[src/rtl/iir_sched_pkg.sv]
// Shared types, widths and arithmetic helpers for the time-shared IIR channel scheduler.
package iir_sched_pkg;

  localparam int unsigned DATA_W = 16;
  localparam int unsigned PROD_W = 32;
  localparam int unsigned ACC_W  = 34;

  typedef enum logic [1:0] {
    ST_IDLE = 2'd0,
    ST_CALC = 2'd1,
    ST_EMIT = 2'd2
  } state_e;

  // Bilinear coefficients for time constant T: A = 1+2T, B = 1-2T.
  function automatic logic signed [DATA_W-1:0] coef_a(input int t);
    return DATA_W'(1 + 2 * t);
  endfunction

  function automatic logic signed [DATA_W-1:0] coef_b(input int t);
    return DATA_W'(1 - 2 * t);
  endfunction

  // Clamp the full-precision accumulator into the signed 16-bit sample range.
  function automatic logic signed [DATA_W-1:0] sat16(input logic signed [ACC_W-1:0] acc);
    if (acc > 34'sd32767) begin
      return 16'sh7fff;
    end else if (acc < -34'sd32768) begin
      return 16'sh8000;
    end else begin
      return acc[DATA_W-1:0];
    end
  endfunction

endpackage

[src/rtl/rr_arbiter.sv]
// Combinational round-robin arbiter: first requester strictly after last_grant wins.
module rr_arbiter #(
  parameter int unsigned NUM_CH = 4,
  localparam int unsigned IDX_W = $clog2(NUM_CH)
) (
  input  logic [NUM_CH-1:0] req,
  input  logic [IDX_W-1:0]  last_grant,
  output logic [NUM_CH-1:0] grant,
  output logic [IDX_W-1:0]  grant_idx
);

  logic [IDX_W-1:0] cand;
  logic             found;

  always_comb begin
    grant     = '0;
    grant_idx = '0;
    found     = 1'b0;
    cand      = '0;
    for (int unsigned i = 1; i <= NUM_CH; i++) begin
      cand = IDX_W'((32'(last_grant) + i) % NUM_CH);
      if (!found && req[cand]) begin
        found       = 1'b1;
        grant[cand] = 1'b1;
        grant_idx   = cand;
      end
    end
  end

endmodule

[src/rtl/iir_channel_scheduler.sv]
// Shares one first-order bilinear IIR datapath across NUM_CH streams with per-channel state
// and a valid/ready result port.
module iir_channel_scheduler
  import iir_sched_pkg::*;
#(
  parameter int unsigned NUM_CH       = 4,
  parameter int          TIMECONSTANT = 9,
  localparam int unsigned IDX_W       = $clog2(NUM_CH)
) (
  input  logic                     clk_i,
  input  logic                     reset_i,
  input  logic [NUM_CH-1:0]        req_valid_i,
  input  logic [NUM_CH*DATA_W-1:0] req_data_i,
  output logic [NUM_CH-1:0]        req_ready_o,
  input  logic [NUM_CH-1:0]        clear_ch_i,
  output logic                     out_valid_o,
  output logic signed [DATA_W-1:0] out_data_o,
  output logic [IDX_W-1:0]         out_ch_o,
  input  logic                     out_ready_i,
  output logic                     busy_o
);

  localparam logic signed [DATA_W-1:0] COEF_A = coef_a(TIMECONSTANT);
  localparam logic signed [DATA_W-1:0] COEF_B = coef_b(TIMECONSTANT);

  state_e state;
  state_e state_next;

  logic [NUM_CH-1:0]        grant;
  logic [IDX_W-1:0]         grant_idx;
  logic [IDX_W-1:0]         last_grant;
  logic [IDX_W-1:0]         ch_reg;
  logic signed [DATA_W-1:0] grant_data;
  logic signed [DATA_W-1:0] x_reg;
  logic signed [DATA_W-1:0] x_prev [NUM_CH];
  logic signed [DATA_W-1:0] y_prev [NUM_CH];
  logic signed [DATA_W-1:0] x_cur;
  logic signed [DATA_W-1:0] y_cur;
  logic signed [PROD_W-1:0] prod_a;
  logic signed [PROD_W-1:0] prod_b;
  logic signed [ACC_W-1:0]  acc;
  logic signed [DATA_W-1:0] y_sat;
  logic                     accept;
  logic                     calc_wr;
  logic                     xfer;

  rr_arbiter #(.NUM_CH(NUM_CH)) u_arb (
    .req        (req_valid_i),
    .last_grant (last_grant),
    .grant      (grant),
    .grant_idx  (grant_idx)
  );

  // Select the granted channel's sample from the flattened input bus.
  always_comb begin
    grant_data = '0;
    for (int k = 0; k < NUM_CH; k++) begin
      if (grant[k]) begin
        grant_data = req_data_i[k*DATA_W +: DATA_W];
      end
    end
  end

  always_ff @(posedge clk_i) begin
    if (reset_i) begin
      state <= ST_IDLE;
    end else begin
      state <= state_next;
    end
  end

  always_comb begin
    state_next  = state;
    accept      = 1'b0;
    calc_wr     = 1'b0;
    xfer        = 1'b0;
    req_ready_o = '0;
    unique case (state)
      ST_IDLE: begin
        if (|req_valid_i) begin
          accept      = 1'b1;
          req_ready_o = grant;
          state_next  = ST_CALC;
        end
      end
      ST_CALC: begin
        calc_wr    = 1'b1;
        state_next = ST_EMIT;
      end
      ST_EMIT: begin
        if (out_valid_o && out_ready_i) begin
          xfer       = 1'b1;
          state_next = ST_IDLE;
        end
      end
      default: state_next = ST_IDLE;
    endcase
  end

  // acc = A*x - B*x_prev - y_prev at full precision, then clamp.
  assign x_cur  = x_prev[ch_reg];
  assign y_cur  = y_prev[ch_reg];
  assign prod_a = PROD_W'(COEF_A) * PROD_W'(x_reg);
  assign prod_b = PROD_W'(COEF_B) * PROD_W'(x_cur);
  assign acc    = ACC_W'(prod_a) - ACC_W'(prod_b) - ACC_W'(y_cur);
  assign y_sat  = sat16(acc);

  always_ff @(posedge clk_i) begin
    if (reset_i) begin
      x_reg       <= '0;
      ch_reg      <= '0;
      last_grant  <= IDX_W'(NUM_CH - 1);
      out_valid_o <= 1'b0;
      out_data_o  <= '0;
      out_ch_o    <= '0;
      busy_o      <= 1'b0;
    end else begin
      busy_o <= (state_next != ST_IDLE);
      if (accept) begin
        x_reg      <= grant_data;
        ch_reg     <= grant_idx;
        last_grant <= grant_idx;
      end
      if (calc_wr) begin
        out_data_o  <= y_sat;
        out_ch_o    <= ch_reg;
        out_valid_o <= 1'b1;
      end else if (xfer) begin
        out_valid_o <= 1'b0;
      end
    end
  end

  // Per-channel filter state; a clear beats a same-cycle writeback.
  always_ff @(posedge clk_i) begin
    for (int k = 0; k < NUM_CH; k++) begin
      if (reset_i || clear_ch_i[k]) begin
        x_prev[k] <= '0;
        y_prev[k] <= '0;
      end else if (calc_wr && (ch_reg == IDX_W'(k))) begin
        x_prev[k] <= x_reg;
        y_prev[k] <= y_sat;
      end
    end
  end

endmodule

[config.mk]
export PLATFORM = sky130hd
export DESIGN_NAME = iir_channel_scheduler
export DESIGN_NICKNAME = d
export VERILOG_FILES = /design/src/rtl/iir_sched_pkg.sv /design/src/rtl/rr_arbiter.sv /design/src/rtl/iir_channel_scheduler.sv
export SDC_FILE = /design/constraint.sdc
export NUM_CORES = 1
export LEC_CHECK = 0
export ABC_AREA = 1
export BUFFER_PORTS_ARGS = -buffer_cell sky130_fd_sc_hd__buf_2
export CAP_MARGIN = 0
export CORE_MARGIN = 2
export CORE_UTILIZATION = 41
export DETAILED_ROUTE_END_ITERATION = 12
export GPL_ROUTABILITY_DRIVEN = 0
export GPL_TIMING_DRIVEN = 0
export PLACE_DENSITY_LB_ADDON = 0.15
export SLEW_MARGIN = 0
export SYNTH_ARGS = -nofsm -noshare
export SYNTH_HDL_FRONTEND = slang
export SYNTH_SLANG_ARGS = --single-unit
[constraint.sdc]
create_clock -name clk_i -period 9.5 [get_ports clk_i]
set_input_delay 0.95 -clock clk_i [delete_from_list [all_inputs] [get_ports clk_i]]
set_output_delay 0.95 -clock clk_i [all_outputs]
set_load 0.01 [all_outputs]
==> run metrics <==
outcome=finished, final reports clean; Via density=4.80; Final Skew=0.0209 ns; DRT iter0 DRCs=699; Post-Synth Adder-Cell Area=26.4%; Starting Density=41.3%; DRT Pass-1 Iters=5; compound-gate portion of the synthesized area=7.16%; top flop regs=x_prev: 64 flops, y_prev: 64 flops; fillers=3432; number of synthesized register bits=172; Hold Path Stages=2; Worst Setup End Kind=flip-flop; NumNets Final=2144; # hold bufs at CTS=0; setup TNS=0 ns; CTS tree=yes; max cap viols=0; flop2flop setup slack=1.38 ns; number of global-route vias before repair=11217; number of warnings issued by yosys=0; first-pass GRT wire length=61800 µm; number of I/O port buffers=98; cells after synthesis=1720; Clock Pin Slew Worst Setup and Hold Paths=0.08 ns; Total Routing Usage GR=22.5%; DRC viols=0; Post-Synth Simple-Gate Area=20.0%; mean routed wirelength per cell=16.5 µm; RSZ-0062 raised after global routing=false; Worst EP arrival=8.31 ns; worst-path fanout max=10; detailed-route via count=11079; post-CTS setup buffers=0; Synth cell types=47; most common cell in the netlist=inv_1; hold path endpoint=out_ch_o[0]; Placed Cells=2277; CTS resizes=0; min-delay worst type=flip-flop to flip-flop; share of the synthesized area in the top cell type=27.1%; Synth Flop Type=edfxtp_1; Slew HR=30.4%; Required @ worst endpoint=9.69 ns; final worst path period need=8.12 ns; Setup Slack @ Placement=1.48 ns; Syn Area/Cell=8.24 µm²; EDFF count, synth=128; final setup fails=0; Post-DRT Antenna Nets=0; Die ar.=36100 µm²; Synth Cell Area=14200 µm²; dpl cell area=15300 µm²; IO Pins=99; achievable frequency=123 MHz; die extent in x=190 µm; Clock Sinks=172; Least-Margin Pin Slew=1.04 ns; Top cell by count, worst path=inv_1; count of pins over their slew limit=0; P&R area growth vs syn=12.4%; Num CTS Buffers=17; final instance area=15900 µm²; fin crit share=85.5%; worst stage delay on the critical path=0.57 ns; sequential area share after synthesis=33.3%; Synthesized Nets=2023; top post-synthesis cells by area=edfxtp_1, fa_1, inv_1, ha_1, nand2_1; HPWL after DPL=31500 µm; final hold violations=0; synth cell count leaders=inv_1, nand2_1, nor2_1; Ant. Diodes=0; Root Buffer=clkbuf_16; largest net degree at the start of global routing=30; Critical Path Start Type=flip-flop; initial antenna violation count=0; crit path max-delay cell type=a32oi_1; HP Start=out_ch_o[0]; num rows=68; CORE AREA=34300 µm²; H-tree levels=4; Max Root-Sink Buffers=2; Congestion Overflow GR=0; xor-xnor portion of the synthesized cell area=0.988%; Synth area leader=edfxtp_1; ys async rst share=0%; final wirelength=38200 µm; R2R Path End=y_prev[1][7]; reg2reg path depth=33; proportion of synthesized area in mux cells=0%; Non-Filler Instances=2309; worst setup margin=1.38 ns; Worst-Skew Late Latency=0.46 ns; Die Ht=190 µm; largest family of logic cells by synthesized area=adder cells; critical path class=flip-flop to flip-flop; share of cells above drive strength 1=11.6%
-- final cells by class --
class                           instances  area, µm²  share of cell area, %
Buffer                                 55        254                   1.59
Timing Repair Buffer                  102        578                   3.63
Clock buffer                           17        425                   2.67
Tap cell                              455        569                   3.57
Inverter                              391       1470                   9.21
Sequential cell                       172       4720                   29.6
Multi-Input combinational cell       1102       7750                   48.6
Clock inverter                         15        168                   1.05
-- cells by family after synthesis --
group | Yosys count
XOR/XNOR | 16
AND/OR/NAND/NOR | 681
AO/OA/AOI/OAI | 177
flip-flops | 172
buffers and inverters | 446
adder cells (fa/ha/maj) | 228
-- layout by cell type (no fill, tap or decap), types with 41 or more instances in the layout --
cell type,synthesis,final
ha_1,110,110
buf_2,5,103
fa_1,118,118
edfxtp_1,128,128
dfxtp_1,44,44
nor2_1,226,226
inv_1,372,372
nand2_1,348,348
a21oi_1,103,103
clkbuf_1,41,41
-- worst max-delay path by stage --
| stage | depth (start not counted) | slack, ns | to | startpoint |
|---|---|---|---|---|
| floorplan | 33 | 3.19 | y_prev[1][11] | flip-flop |
| global placement | 32 | 1.51 | y_prev[2][7] | flip-flop |
| detailed placement | 32 | 1.48 | y_prev[1][7] | flip-flop |
| CTS | 32 | 1.42 | y_prev[1][7] | flip-flop |
| global route | 32 | 0.89 | y_prev[1][7] | flip-flop |
| finish | 33 | 1.38 | y_prev[1][7] | flip-flop |
-- layer usage --
metal | up-vias | wire [µm] | track usage [%]
li1 | 5556 | - | -
met3 | 57 | 1720 | 3.76
met1 | 5249 | 17300 | 30.1
met4 | 0 | 1250 | 7.72
met2 | 217 | 17900 | 37.1
met5 | - | 0 | 0
-- per-stage QoR --
stage | utilization [%] | hold WS (ns)
2_1_floorplan | - | 0.479
3_5_place_dp | 44.8 | 0.491
3_3_place_gp | 44.4 | 0.474
6_report | 46.5 | 0.505
5_1_grt | 46.5 | 0.526
4_1_cts | 46.5 | 0.503
-- critical path, delay by kind of cell (launching register included) --
| family | cells | cell delay, ns |
|---|---|---|
| AOI/OAI and AO/OA | 2 | 0.71 |
| adders and majority gates | 7 | 3.34 |
| buffers and inverters | 11 | 1.94 |
| and+or+nand+nor | 13 | 1.49 |
| DFF | 1 | 0.39 |
Power is not shown: default switching activity piles up to over one toggle a cycle in this logic, so the estimate is an artifact.
